File: src/rtl/rot_pkg.sv
// Shared widths and request record for the rotate issue queue.
// The request struct is the FIFO entry format: amount in the upper bits, data word below.
package rot_pkg;

   localparam int ROT_DW = 8;
   localparam int ROT_AW = 3;

   typedef struct packed {
      logic [ROT_AW-1:0] amt;
      logic [ROT_DW-1:0] data;
   } rot_req_t;

   function automatic rot_req_t make_req(input logic [ROT_DW-1:0] data,
                                         input logic [ROT_AW-1:0] amt);
      rot_req_t r;
      r.amt  = amt;
      r.data = data;
      return r;
   endfunction

endpackage

File: src/rtl/rot_issue_queue_if.sv
// Request and result handshake bundle between the issue queue and its neighbours.
// The slave modport is the queue's own view; master is the producer/consumer side.
interface rot_issue_queue_if #(
   parameter int DW = 8,
   parameter int AW = 3
) ();

   logic          in_valid;
   logic          in_ready;
   logic [DW-1:0] in_data;
   logic [AW-1:0] in_amt;

   logic          out_valid;
   logic          out_ready;
   logic [DW-1:0] out_data;
   logic [AW-1:0] out_amt;

   modport slave (
      input  in_valid, in_data, in_amt, out_ready,
      output in_ready, out_valid, out_data, out_amt
   );

   modport master (
      output in_valid, in_data, in_amt, out_ready,
      input  in_ready, out_valid, out_data, out_amt
   );

endinterface

File: src/rtl/rot_req_fifo.sv
// Small synchronous FIFO of rotate requests with a combinational head read.
// Flush clears pointers and count on the next edge and overrides push and pop.
module rot_req_fifo
   import rot_pkg::*;
#(
   parameter  int DEPTH = 4,
   localparam int PW    = $clog2(DEPTH),
   localparam int CW    = PW + 1
) (
   input  logic          clk,
   input  logic          rst_n,
   input  logic          flush_i,
   input  logic          push_i,
   input  rot_req_t      wdata_i,
   input  logic          pop_i,
   output rot_req_t      head_o,
   output logic          full_o,
   output logic          empty_o,
   output logic [CW-1:0] count_o
);

   if (DEPTH < 2 || (DEPTH & (DEPTH - 1)) != 0) begin : g_bad_depth
      $error("rot_req_fifo: DEPTH must be a power of 2 and at least 2");
   end

   rot_req_t mem [DEPTH];

   logic [PW-1:0] wptr_q, wptr_d;
   logic [PW-1:0] rptr_q, rptr_d;
   logic [CW-1:0] count_q, count_d;
   logic          do_push;
   logic          do_pop;

   assign full_o  = (count_q == CW'(DEPTH));
   assign empty_o = (count_q == '0);
   assign count_o = count_q;

   assign do_push = push_i && !full_o && !flush_i;
   assign do_pop  = pop_i && !empty_o && !flush_i;

   // Head reads are combinational so the rotator sees the entry in the same cycle.
   assign head_o = empty_o ? '0 : mem[rptr_q];

   always_comb begin
      wptr_d  = wptr_q;
      rptr_d  = rptr_q;
      count_d = count_q;
      if (flush_i) begin
         wptr_d  = '0;
         rptr_d  = '0;
         count_d = '0;
      end else begin
         if (do_push) wptr_d = wptr_q + PW'(1);
         if (do_pop)  rptr_d = rptr_q + PW'(1);
         count_d = count_q + CW'(do_push) - CW'(do_pop);
      end
   end

   always_ff @(posedge clk or negedge rst_n) begin
      if (!rst_n) begin
         wptr_q  <= '0;
         rptr_q  <= '0;
         count_q <= '0;
      end else begin
         wptr_q  <= wptr_d;
         rptr_q  <= rptr_d;
         count_q <= count_d;
      end
   end

   always_ff @(posedge clk) begin
      if (do_push) mem[wptr_q] <= wdata_i;
   end

endmodule

File: src/rtl/rot_issue_queue.sv
// Issue stage for an external 8-bit barrel rotator: buffers requests, drives the head
// onto rot_a/rot_s, and registers rot_y into a valid/ready output stage.
module rot_issue_queue
   import rot_pkg::*;
#(
   parameter  int DW    = ROT_DW,
   parameter  int AW    = ROT_AW,
   parameter  int DEPTH = 4,
   localparam int CW    = $clog2(DEPTH) + 1
) (
   input  logic                clk,
   input  logic                rst_n,
   input  logic                flush,
   rot_issue_queue_if.slave    bus,
   output logic [DW-1:0]       rot_a,
   output logic [AW-1:0]       rot_s,
   input  logic [DW-1:0]       rot_y,
   output logic [CW-1:0]       level
);

   if (DW != ROT_DW || AW != ROT_AW) begin : g_bad_width
      $error("rot_issue_queue: only the 8-bit rotator is supported");
   end

   rot_req_t head;
   rot_req_t wreq;
   logic     full;
   logic     empty;
   logic     push;
   logic     pop;

   logic          out_valid_q, out_valid_d;
   logic [DW-1:0] out_data_q,  out_data_d;
   logic [AW-1:0] out_amt_q,   out_amt_d;

   assign wreq = make_req(bus.in_data, bus.in_amt);

   // No fall-through: a full FIFO refuses even when a pop happens in the same cycle.
   assign bus.in_ready = !full && !flush;
   assign push         = bus.in_valid && bus.in_ready;
   assign pop          = !empty && (!out_valid_q || bus.out_ready) && !flush;

   rot_req_fifo #(
      .DEPTH (DEPTH)
   ) u_fifo (
      .clk     (clk),
      .rst_n   (rst_n),
      .flush_i (flush),
      .push_i  (push),
      .wdata_i (wreq),
      .pop_i   (pop),
      .head_o  (head),
      .full_o  (full),
      .empty_o (empty),
      .count_o (level)
   );

   assign rot_a = head.data;
   assign rot_s = head.amt;

   // A stalled result (valid && !ready) keeps every output field frozen.
   always_comb begin
      out_valid_d = out_valid_q;
      out_data_d  = out_data_q;
      out_amt_d   = out_amt_q;
      if (flush) begin
         out_valid_d = 1'b0;
      end else if (pop) begin
         out_valid_d = 1'b1;
         out_data_d  = rot_y;
         out_amt_d   = head.amt;
      end else if (out_valid_q && bus.out_ready) begin
         out_valid_d = 1'b0;
      end
   end

   always_ff @(posedge clk or negedge rst_n) begin
      if (!rst_n) begin
         out_valid_q <= 1'b0;
         out_data_q  <= '0;
         out_amt_q   <= '0;
      end else begin
         out_valid_q <= out_valid_d;
         out_data_q  <= out_data_d;
         out_amt_q   <= out_amt_d;
      end
   end

   assign bus.out_valid = out_valid_q;
   assign bus.out_data  = out_data_q;
   assign bus.out_amt   = out_amt_q;

endmodule

File: src/flat_wrapper.sv
// flat-port wrapper written by rule: the top's interface ports become plain ports
module rot_issue_queue_flat import rot_pkg::*;
#(
   parameter  int DW    = ROT_DW,
   parameter  int AW    = ROT_AW,
   parameter  int DEPTH = 4,
   localparam int CW    = $clog2(DEPTH) + 1
)
  (clk, rst_n, flush, rot_a, rot_s, rot_y, level, bus_in_valid, bus_in_data, bus_in_amt, bus_out_ready, bus_in_ready, bus_out_valid, bus_out_data, bus_out_amt);
  rot_issue_queue_if #(.DW(DW), .AW(AW)) bus_i ();
  input  logic clk;
  input  logic rst_n;
  input  logic flush;
  output logic [DW-1:0] rot_a;
  output logic [AW-1:0] rot_s;
  input  logic [DW-1:0] rot_y;
  output logic [CW-1:0] level;
  input wire logic [$bits(bus_i.in_valid)-1:0] bus_in_valid;
  input wire logic [$bits(bus_i.in_data)-1:0] bus_in_data;
  input wire logic [$bits(bus_i.in_amt)-1:0] bus_in_amt;
  input wire logic [$bits(bus_i.out_ready)-1:0] bus_out_ready;
  output wire logic [$bits(bus_i.in_ready)-1:0] bus_in_ready;
  output wire logic [$bits(bus_i.out_valid)-1:0] bus_out_valid;
  output wire logic [$bits(bus_i.out_data)-1:0] bus_out_data;
  output wire logic [$bits(bus_i.out_amt)-1:0] bus_out_amt;
  assign bus_i.in_valid = bus_in_valid;
  assign bus_i.in_data = bus_in_data;
  assign bus_i.in_amt = bus_in_amt;
  assign bus_i.out_ready = bus_out_ready;
  assign bus_in_ready = bus_i.in_ready;
  assign bus_out_valid = bus_i.out_valid;
  assign bus_out_data = bus_i.out_data;
  assign bus_out_amt = bus_i.out_amt;
  rot_issue_queue #(.DW(DW), .AW(AW), .DEPTH(DEPTH)) u_core (.clk(clk), .rst_n(rst_n), .flush(flush), .bus(bus_i), .rot_a(rot_a), .rot_s(rot_s), .rot_y(rot_y), .level(level));
endmodule
File: config.mk
export PLATFORM = sky130hd
export DESIGN_NAME = rot_issue_queue_flat
export DESIGN_NICKNAME = d
export VERILOG_FILES = /design/src/rtl/rot_pkg.sv /design/src/rtl/rot_issue_queue_if.sv /design/src/rtl/rot_req_fifo.sv /design/src/rtl/rot_issue_queue.sv /design/src/flat_wrapper.sv
export SDC_FILE = /design/constraint.sdc
export NUM_CORES = 1
export LEC_CHECK = 0
export CAP_MARGIN = 15
export CORE_UTILIZATION = 50
export CTS_CLUSTER_DIAMETER = 40
export CTS_CLUSTER_SIZE = 24
export DETAILED_ROUTE_END_ITERATION = 12
export PLACE_DENSITY = 0.77
export SLEW_MARGIN = 20
export SYNTH_ARGS = -nofsm -noshare
export SYNTH_HDL_FRONTEND = slang
export SYNTH_SLANG_ARGS = --single-unit
File: constraint.sdc
create_clock -name clk -period 4.34 [get_ports clk]
set_input_delay 0.868 -clock clk [delete_from_list [all_inputs] [get_ports clk]]
set_output_delay 0.868 -clock clk [all_outputs]
set_load 0.02 [all_outputs]
# Yosys cells after proc, flatten, opt, wreduce, memory -nomap -nowiden
# Memories as Yosys holds them, arrays and structs flattened.
# Index checks and enable logic that the tools add are counted.
# totals
memories	1
in_bits	24
register_bits	19
ram_bits	44
# mem_list
name	depth	word_bits	rd	rd_clocked_by_memory_dff	write_ports	line_no	text
u_core.u_fifo.mem	4	11	1	0	1	rot_req_fifo.sv:26	rot_req_t mem [DEPTH];
# op_classes
n_eq_ne	1
n_addsub	4
mux	11
reduce_logical	19
bitwise	1
# ops
operator	count
$mux W11	1
$logic_and A1 B1 Y1	9
$mux W2	4
$mux W1	5
$add A2 B1 Y2 const B	2
$logic_not A1 Y1	4
$reduce_bool A2 Y1	2
$add A3 B1 Y3	1
$eq A3 B3 Y1 const B	1
$logic_not A3 Y1	1
$mux W3	1
$reduce_bool A3 Y1	1
$sub A3 B1 Y3	1
$reduce_and A2 Y1	1
$logic_or A1 B1 Y1	1
$not A1 Y1	1

# Longest topological paths before layout
# Gate-level depths: netlist of run 1.
# depth
word_depth	9
depth_mapped	11
ltp_nobuf	11

# By module
# A second synthesis of run 1 with hierarchy kept.
# unflattened
cells_unflattened	148
hier_area_um2	2721.4
# modules_own_cells
mod	seq_area_each_um2	n_inst	cells_per_inst	area_per_inst_um2
rot_req_fifo	1496.4	1	117	2203.4
rot_issue_queue	300.3	1	31	518.0

# Worst setup path after synthesis of run 1
# No wires, ideal clock.
# synth_timing
kind	input to register
startpoint	input port bus_out_ready
endpoint	register u_core.u_fifo.count_q[2], in the netlist u_core.u_fifo.count_o[2]
n_path_buf	1
setup_slack_ns	1.607
arrival_ns	2.647
setup_time_ns	0.086
required_time_ns	4.254
cell_stages	11
path_cell_list	and2b_2 > nor3_4 > buf_6 > ha_1 > inv_1 > ha_1 > inv_1 > fa_1 > xor2_1 > and2_1 > nor3_1
# synth_via
elab_chain_cells	7
# synth_rtl
item	line_no	text
from (decl)	flat_wrapper.sv:21	input wire logic [$bits(bus_i.out_ready)-1:0] bus_out_ready;
$logic_or A1 B1 Y1	rot_issue_queue.sv:41	assign pop = !empty && (!out_valid_q || bus.out_ready) && !flush;
$logic_and A1 B1 Y1 (2 in a row)	rot_issue_queue.sv:41	
$logic_and A1 B1 Y1 (2 in a row)	rot_req_fifo.sv:39	assign do_pop = pop_i && !empty_o && !flush_i;
$sub A3 B1 Y3	rot_req_fifo.sv:55	count_d = count_q + CW'(do_push) - CW'(do_pop);
$mux W3	rot_req_fifo.sv:48	if (flush_i) begin
net u_core.u_fifo.count_d[2]	rot_req_fifo.sv:30	logic [CW-1:0] count_q, count_d;
to (signal assigned)	rot_req_fifo.sv:67	count_q <= count_d;
to (decl)	rot_req_fifo.sv:30	
# The timed path passes the listed nets, and every way through them passes these cells.
# A chain may end at the register's enable or synchronous reset.

# Worst setup path after layout of run 1
# layout_timing
startpoint	register u_core.u_fifo.rptr_q[0]
endpoint	output port rot_a[0]
# layout_via
elab_chain_cells	2
# layout_rtl
item	line_no	text
from (decl)	rot_req_fifo.sv:29	logic [PW-1:0] rptr_q, rptr_d;
from (signal assigned)	rot_req_fifo.sv:66	rptr_q <= rptr_d;
$mem_v2 Z4 W11	n/a	
$mux W11	rot_req_fifo.sv:42	assign head_o = empty_o ? '0 : mem[rptr_q];
to (decl)	flat_wrapper.sv:14	output logic [DW-1:0] rot_a;
# Every way passes these cells.

==> summary.txt, run 1 <==
Antenna violations before repair = 0
Proportion of layout cells with a drive suffix above 1 = 16.7%
Clock buffer depth = 2
Worst Tran Pin Value = 868 ps
Maximum number of pins on one net before global-route repair = 20
Largest family of logic cells by synthesized area = multiplexers
Status = finished, final reports clean
Final wirelength = 4540 um
Number of global-route vias before repair = 1,367
Syn Nets = 175
Final core occ = 66.5%
Placed cell area = 3200 sq um
Avg WL per Cell = 16.6 um
Final slew viol count = 0
Adder-Cell Fraction of Synth Area = 3.55%
VDD IR-drop max = 453 uV
Worst path required time = 3470 ps
Post-Synthesis Cells = 144
Slowest stage delay, CP = 800 ps
Finished Cell Area = 3420 sq um
FMAX = 293 MHz
Top cell type's share of synthesized area = 49.4%
H-Tree Depth = 3
Final setup fails = 0
Worst-skew pair later-pin latency = 330 ps
Core Box Area = 5140 sq um
Post-CTS setup buffers = 0
RSZ-0062 raised after global routing = false
Yosys warns = 0
Sequential area share after synthesis = 67.1%
Max_cap viols = 0
DIE AREA = 5650 sq um
Hold Buf Count CTS = 0
Placed Instances = 258
PortBufs = 50
Drt drc = 0
Root buffer cell = clkbuf_8
Post_cts resized = 0
Post-route ant nets = 0
Post-synth EDFFs = 44
Clock transition at the registers of the reported paths = 70 ps
Met2 Usage GRT = 30.3%
Initial Util = 52.1%
Gr usage total = 18.1%
Skew final = 10.9 ps
Synth Register Bits = 63
Post-route non-filler standard cell count = 274
Hold crit path type = reg2reg
Row Count = 26
Cell area after synthesis = 2680 sq um
Final period utilization = 78.7%
Worst Setup Start Kind = flop
Worst path slowest cell = dfrtp_1
Critical path class = reg2out
Crit. End Element = output pin
Min Tclk post-route = 3410 ps
Setup TNS = 0 ps
Met1 Use GR = 20.6%
Top post-synthesis cells by area = edfxtp_1 (49%), dfrtp_1 (18%), mux4_1 (11%)
Post-synthesis compound-gate area fraction = 1.96%
Antenna Cells = 0
Clk sinks = 63
Mux cell area share after synthesis = 16.2%
PD cells = 665 nW/um^2
Mean post-synth cell area = 18.6 sq um
Vias per cell = 5.05
Min Hold Slack = 507 ps
Ys async rst share = 30.2%
Post-place setup slack = 679 ps
Nets = 230
Post-synthesis xor/xnor area fraction = 0.327%
Critical path cell sequence = mux4_1, nor2b_1, clkdlybuf4s50_1
GR Layer Usage met3 = 6.02%
Worst EP arrival = 2550 ps
GRT Max-Usage Layer = met2
Yosys cell types = 28
Total I/O pin count = 51
Die Wd = 75.2 um
1st-pass router iterations = 4
CTS Buf Count = 9
Simple-Gate Fraction of Synth Area = 7.06%
Via count = 1,385
LEAKAGE = 1.25 nW
DRT iter0 DRCs = 66
First-pass GRT wire length = 6800 um
Overflow left after global routing = 0
Clock tree from TritonCTS = built
Synth area leader = edfxtp_1
Max transition margin = 41.9%
Setup ws final = 926 ps
Area Growth Syn to Fin = 27.6%
Synth Flop Type = edfxtp_1
Die H = 75.2 um
Power Total = 2.27 mW
Worst-path maximum fanout = 14
Final Hold Fails = 0
Post-DP HPWL = 3190 um
Placer's final routability congestion estimate = 0.677
[cell usage after synthesis (all sizes together), types with 2 or more instances]
| master | n |
|---|---|
| a21oi | 4 |
| and2 | 5 |
| buf | 4 |
| clkbuf | 2 |
| dfrtp | 19 |
| edfxtp | 44 |
| ha | 6 |
| inv | 8 |
| mux2 | 12 |
| mux4 | 11 |
| nor2 | 4 |
| nor2b | 12 |
| nor3 | 3 |
[cells by family after synthesis]
kind of cell	Yosys count
flip-flops	63
buffers and inverters	14
multiplexers	24
AND/OR/NAND/NOR	28
adder cells (fa/ha/maj)	7
XOR/XNOR	1
AO/OA/AOI/OAI	7
[critical path: cells and delay by family, from the launching register on]
kind | cells | cell delay [ps]
flops | 1 | 800
buf+inv | 1 | 600
mux | 1 | 650
simple gates | 1 | 150
[layer usage]
metal	up-vias	share of wire (%)
met5	-	0
met2	21	54
met1	692	41
met4	0	2.2
li1	661	-
met3	11	3.0
[cells in the final DEF (no fill, tap or decap), drive strengths merged]
master         count
clkdlybuf4s50     50
edfxtp            44
dfrtp             19
clkbuf            13
nor2b             12
mux2              12
mux4              11
inv               10
ha                 6
and2               5
nor2               4
a21oi              4
nor3               3
a211oi             1
and2b              1
xor2               1
nand2b             1
mux2i              1
o21ai              1
or3                1
o31ai              1
or4                1
fa                 1
clkinv             1
[registers in the layout (all words and copies together) (netlist names)]
signal / cells
u_core.bus.out_amt: 3
u_core.bus.out_data: 8
u_core.bus.out_valid: 1
u_core.u_fifo.count_o: 3
u_core.u_fifo.mem: 44
u_core.u_fifo.rptr_q: 2
u_core.u_fifo.wptr_q: 2
[path summary, 6_finish.rpt]
check	startpoint	end	slack [ps]	cells past startpoint
worst min register to register	u_core.bus.out_amt[0]	u_core.bus.out_amt[0]	510	1
min in group asynchronous	rst_n	u_core.bus.out_data[5]	1020	1
max in group asynchronous	rst_n	u_core.u_fifo.count_o[0]	2780	1
worst max-delay path	u_core.u_fifo.rptr_q[0]	rot_a[0]	930	3
worst max register to register	u_core.u_fifo.count_o[1]	u_core.u_fifo.count_o[2]	1520	10
worst min-delay path	u_core.bus.out_amt[0]	u_core.bus.out_amt[0]	510	1
[power breakdown]
part | switching, mW | internal, mW
Combinational | 0.425 | 0.462
Sequential | 0.0995 | 0.756
Clock | 0.220 | 0.308
[area by class of cell]
| type | instances | area [sq um] |
|---|---|---|
| tap | 70 | 87.6 |
| multi-input combinational | 67 | 779 |
| inverter | 8 | 32.5 |
| clock buffer | 13 | 201 |
| clock inverter | 3 | 17.5 |
| fill | 374 | 1720 |
| sequential | 63 | 1800 |
| timing repair buffer | 50 | 500 |
Note: power is estimated with default switching activity, not from simulation.
==> inputs of run 2 (changes only) <==
--- a/config.mk
+++ b/config.mk
@@ -6,11 +6,11 @@
 export NUM_CORES = 1
 export LEC_CHECK = 0
 export CAP_MARGIN = 15
-export CORE_UTILIZATION = 50
+export CORE_UTILIZATION = 46
 export CTS_CLUSTER_DIAMETER = 40
 export CTS_CLUSTER_SIZE = 24
 export DETAILED_ROUTE_END_ITERATION = 12
-export PLACE_DENSITY = 0.77
+export PLACE_DENSITY = 0.75
 export SLEW_MARGIN = 20
 export SYNTH_ARGS = -nofsm -noshare
 export SYNTH_HDL_FRONTEND = slang
==> constraint.sdc (replaced) <==
create_clock -name clk -period 3.04 [get_ports clk]
set_input_delay 0.608 -clock clk [delete_from_list [all_inputs] [get_ports clk]]
set_output_delay 0.608 -clock clk [all_outputs]
set_load 0.02 [all_outputs]
==> run 2 against run 1 <==
Die area up 8.5%. Clock-buffer cell count unchanged. Critical endpoint is now rot_s[2]. Non-clock buffer count grew 4. Worst setup slack lost 800 ps. Core utilization decreased by 4.4 points. Highest routed layer unchanged.
==> summary.txt, run 2 (synthesized netlist as in run 1, its figures left out) <==
Status = finished, final reports clean
Crit. End Element = output pin
Root buffer cell = clkbuf_8
LEAKAGE = 1.26 nW
Worst-path maximum fanout = 14
Min Hold Slack = 508 ps
Avg WL per Cell = 16.6 um
CTS Buf Count = 9
Post-route ant nets = 0
Post-route non-filler standard cell count = 280
Antenna Cells = 0
Worst Setup Start Kind = flop
Hold crit path type = reg2reg
H-Tree Depth = 3
Antenna violations before repair = 0
Final Hold Fails = 0
Worst path required time = 2430 ps
Total I/O pin count = 51
Nets = 234
Die Wd = 78.3 um
Worst EP arrival = 2310 ps
FMAX = 343 MHz
Final setup fails = 0
DIE AREA = 6130 sq um
Max_cap viols = 0
PD cells = 952 nW/um^2
Fillers = 405
Worst-skew pair later-pin latency = 330 ps
Number of global-route vias before repair = 1,461
DRT iter0 DRCs = 98
Placer's final routability congestion estimate = 0.708
Final slew viol count = 0
Critical path class = reg2out
Clock buffer depth = 2
Maximum number of pins on one net before global-route repair = 20
Commonest non-fill, non-tap cell in the layout = clkdlybuf4s50_1
First-pass GRT wire length = 7330 um
Commonest cells after routing, fill and taps aside = clkdlybuf4s50_1 (50), edfxtp_1 (44), dfrtp_1 (18)
Hold Buf Count CTS = 0
Drt drc = 0
Initial Util = 48.3%
Gr usage total = 16.9%
Vias per cell = 4.98
Worst Tran Pin Value = 869 ps
Post_cts resized = 1
Overflow left after global routing = 0
Setup TNS = 0 ps
Die H = 78.3 um
Final period utilization = 96.0%
PortBufs = 50
Via count = 1,395
Clock transition at the registers of the reported paths = 60 ps
Row Count = 27
Final wirelength = 4650 um
Placed Instances = 264
Clock tree from TritonCTS = built
Min Tclk post-route = 2920 ps
Power Total = 3.27 mW
Top reg by flops = u_core.u_fifo.mem
Area Growth Syn to Fin = 28.5%
Post-CTS setup buffers = 0
Skew final = 4.05 ps
Max transition margin = 41.9%
Core Box Area = 5540 sq um
1st-pass router iterations = 4
Flip-flop count of the largest register after layout = 44
VDD IR-drop max = 646 uV
Post-DP HPWL = 3210 um
Proportion of layout cells with a drive suffix above 1 = 18.3%
Clk sinks = 63
RSZ-0062 raised after global routing = false
==> run 2: final cells by class <==
type / count / area, sq um / area share, %
clock buffers: 13 / 169 / 4.91
clock inverters: 3 / 40.0 / 1.16
inverters: 8 / 32.5 / 0.946
multi-input cells: 67 / 779 / 22.7
flip-flops and latches: 63 / 1800 / 52.3
well taps: 72 / 90.1 / 2.62
repair buffers: 54 / 531 / 15.4
==> run 2: worst paths after layout <==
kind | startpoint | to | slack (ps) | depth (start not counted)
worst min register to register | u_core.bus.out_amt[0] | u_core.bus.out_amt[0] | 510 | 1
worst max-delay path | u_core.u_fifo.rptr_q[0] | rot_s[2] | 120 | 3
min in group asynchronous | rst_n | u_core.bus.out_data[0] | 770 | 1
max in group asynchronous | rst_n | u_core.u_fifo.rptr_q[0] | 1680 | 1
worst min-delay path | u_core.bus.out_amt[0] | u_core.bus.out_amt[0] | 510 | 1
worst max register to register | u_core.u_fifo.count_o[1] | u_core.u_fifo.count_o[2] | 600 | 11
==> run 2: stage by stage <==
step | instance area [sq um] | setup slack [ps] | util (%)
after floorplan | 2680 | 567 | -
after global placement | 3230 | 175 | 58.3
after detailed placement | 3230 | 64.4 | 58.3
after CTS | 3440 | 99.4 | 62.1
after global routing | 3440 | 65.0 | 62.1
final | 3440 | 122 | 62.1
==> run 2: layer usage <==
| layer | GRT usage [%] | wire [um] |
|---|---|---|
| met5 | 0 | 0 |
| met4 | 7.78 | 85 |
| met3 | 6.05 | 137 |
| met2 | 27.7 | 2520 |
| met1 | 20.0 | 1900 |
==> run 2: worst max-delay path, stage by stage, from the launching register on <==
cell	delay, ps
dfrtp_2	630
mux4_1	650
nor2b_1	150
clkdlybuf4s50_1	540
==> run 2: power by group <==
group	leakage (nW)	switching, mW	internal, mW	total [mW]
Clock	0.109	0.294	0.443	0.737
Sequential	0.632	0.150	1.08	1.23
Combinational	0.522	0.620	0.684	1.30
==> RTL edit, RTL diff (flow settings as in run 2) <==
`DEPTH` is set to 4 in 3 places; all go to 2.
--- a/src/rtl/rot_req_fifo.sv
+++ b/src/rtl/rot_req_fifo.sv
@@ -3,7 +3,7 @@
 module rot_req_fifo
    import rot_pkg::*;
 #(
-   parameter  int DEPTH = 4,
+   parameter  int DEPTH = 2,
    localparam int PW    = $clog2(DEPTH),
    localparam int CW    = PW + 1
 ) (
--- a/src/rtl/rot_issue_queue.sv
+++ b/src/rtl/rot_issue_queue.sv
@@ -5,7 +5,7 @@
 #(
    parameter  int DW    = ROT_DW,
    parameter  int AW    = ROT_AW,
-   parameter  int DEPTH = 4,
+   parameter  int DEPTH = 2,
    localparam int CW    = $clog2(DEPTH) + 1
 ) (
    input  logic                clk,
--- a/src/flat_wrapper.sv
+++ b/src/flat_wrapper.sv
@@ -3,7 +3,7 @@
 #(
    parameter  int DW    = ROT_DW,
    parameter  int AW    = ROT_AW,
-   parameter  int DEPTH = 4,
+   parameter  int DEPTH = 2,
    localparam int CW    = $clog2(DEPTH) + 1
 )
   (clk, rst_n, flush, rot_a, rot_s, rot_y, level, bus_in_valid, bus_in_data, bus_in_amt, bus_out_ready, bus_in_ready, bus_out_valid, bus_out_data, bus_out_amt);
Interface: changed (resized level); port bits go from 51 to 50. No check against the original RTL was run, so the function may have changed too.
==> RTL edit against run 2 <==
Routed wire length is 43% lower; cell count shrank 29%; area after synthesis fell by 42%; sequential cell count fell by 25; critical path depth up 1; design area decreased by 38%; power fell by 43%; die area shrank 41%; register-to-register slack gained 0.40 ns; worst setup slack improved by 0.25 ns; hold slack worse by 0.0014 ns; critical path type is now in -> out.
==> RTL edit: results (changes against run 2) <==
Logic synthesis:
- The post-synthesis area per instance is 15.4 um2 (-17%).
- The number of distinct standard cells referenced by the synthesized netlist is 24 (-14%).
- The xor/xnor cell area share of the yosys netlist is 1.13% (+0.81 points).
- The compound-cell area share of the yosys netlist is 1.62% (-0.34 points).
- After synthesis, the most frequently instantiated cells are sky130_fd_sc_hd__edfxtp_1, sky130_fd_sc_hd__dfrtp_1, sky130_fd_sc_hd__mux2i_1.
- Ranked by total cell area, the synthesized netlist is headed by sky130_fd_sc_hd__edfxtp_1, sky130_fd_sc_hd__dfrtp_1, sky130_fd_sc_hd__mux2i_1.
- The share of synthesized cell area in full adder, half adder and majority cells is 1.62% (-1.9 points).
- The post-synth net total is 126 (-28%).
- The sequential area share after synthesis is 68.7% (+1.6 points).
- The count of flip-flops with a built-in enable after synthesis is 22 (-50%).
- The async set-or-reset flop fraction in the synthesized netlist is 42.1% (+12 points).
- The post-synthesis mux area share came to 17.0% (+0.80 points).

Setup path:
- The data arrival time of the worst path came to 2.06 ns (-0.25 ns).
- On the critical path, the stage with the largest delay is an instance of sky130_fd_sc_hd__clkdlybuf4s50_1.
- The largest fanout on the critical path is 6 (-8).
- The longest individual stage delay on the worst path is 0.62 ns (-0.03 ns).

Pwr:
- The maximum VDD drop is 0.380 mV (-41%).
- The total leakage power is 0.000835 uW (-34%).
- The switching fraction of total power is 33.9% (+1.4 points).

Detailed routing:
- The number of detailed-routing iterations run before antenna repair is 3 (-1).
- The detailed-route wire length per cell was 13.2 um (-21%).
- The mean number of vias per cell is 4.80 (-3.8%).
- The detailed router's first-iteration violation count was 22 (-78%).
- The met1 routed wirelength after detailed routing came to 1160 um (-39%).
- The met3 layer wire length in the routed design came to 121 um (-12%).

Run status:
- The flow ran to the end, and the final reports show no timing, DRC or antenna violations.

Timing:
- The worst slew margin relative to its limit came to 53.4% (+12 points).

Clocking:
- The post-CTS resize count came to 0 (-1).
- The later-pin clock latency in the skew report is 0.34 ns.
- The cell at the root of the clock tree is sky130_fd_sc_hd__clkbuf_4.
- The number of buffers added by the clock tree synthesis step came to 5 (-4).
- The clock-pin slew on the worst setup and hold paths is 0.10 ns (+0.04 ns).
- The deepest level of the CTS H-tree is 2 (-1).

Place:
- The worst setup slack before clock tree synthesis is 0.370 ns (+0.306 ns).
- The cell area after placement came to 2080 um2 (-35%).
- The routability-driven placement congestion ratio was 0.751 (+6.0%).
- The number of I/O port buffers was 49 (-2.0%).
- The detailed placer's ending HPWL is 1910 um (-41%).

Floorplan:
- The horizontal extent of the die came to 59.9 um (-23%).

GRT:
- The pin count of the biggest net entering global routing came to 17 (-15%).
- The number of global-route vias before repair came to 920 (-37%).
- The first-pass GRT wire length is 4170 um (-43%).
RTL edit: cells by family (layout without fill, tap and decap cells):
family,count (synthesis),in the layout
buffers and inverters,9,65
flip-flops,38,38
AND/OR/NAND/NOR,22,22
AO/OA/AOI/OAI,4,4
adder cells (fa/ha/maj),2,2
multiplexers,23,23
XOR/XNOR,2,2
RTL edit: final cells by class:
type                    count  share of cell area [%]
multi-input cells          53                    20.5
clock inverters             1                   0.233
flip-flops and latches     38                    49.5
well taps                  44                    2.57
repair buffers             51                    23.6
inverters                   6                    1.05
clock buffers               7                    2.57
RTL edit: metal layers:
metal  vias to the layer above  global-route usage [%]
li1                        465                       -
met4                         0                    6.98
met2                        24                    26.3
met1                       465                    20.4
met3                         5                    7.58
met5                         -                       0
RTL edit: power by group through the flow:
| stage | logic, uW | registers, uW | clock network (uW) |
|---|---|---|---|
| floorplan | 389 | 860 | 0 |
| global placement | 816 | 782 | 0 |
| detailed placement | 828 | 790 | 0 |
| CTS | 832 | 779 | 272 |
| global route | 877 | 790 | 296 |
| finish | 820 | 775 | 262 |
RTL edit: per-stage QoR:
step                util, %  total power, uW
global route           68.6             1960
global placement       66.6             1600
detailed placement     66.6             1620
CTS                    68.6             1880
finish                 68.6             1860
floorplan                 -             1250
RTL edit: worst paths after layout:
check                                         start                       end  slack, ns  depth (start not counted)
max                                           flush              bus_in_ready       0.37                          4
min                            u_core.u_fifo.wptr_q      u_core.u_fifo.wptr_q       0.51                          1
max reg2reg                u_core.u_fifo.count_o[0]  u_core.u_fifo.count_o[1]       1.00                          8
min reg2reg                    u_core.u_fifo.wptr_q      u_core.u_fifo.wptr_q       0.51                          1
max in group asynchronous                     rst_n  u_core.u_fifo.count_o[1]       1.91                          1
min in group asynchronous                     rst_n    u_core.bus.out_data[3]       0.68                          1
RTL edit: worst max-delay path, delay by kind of cell:
| kind | cells | cell delay (ns) |
|---|---|---|
| compound gates | 1 | 0.15 |
| buf+inv | 3 | 1.30 |
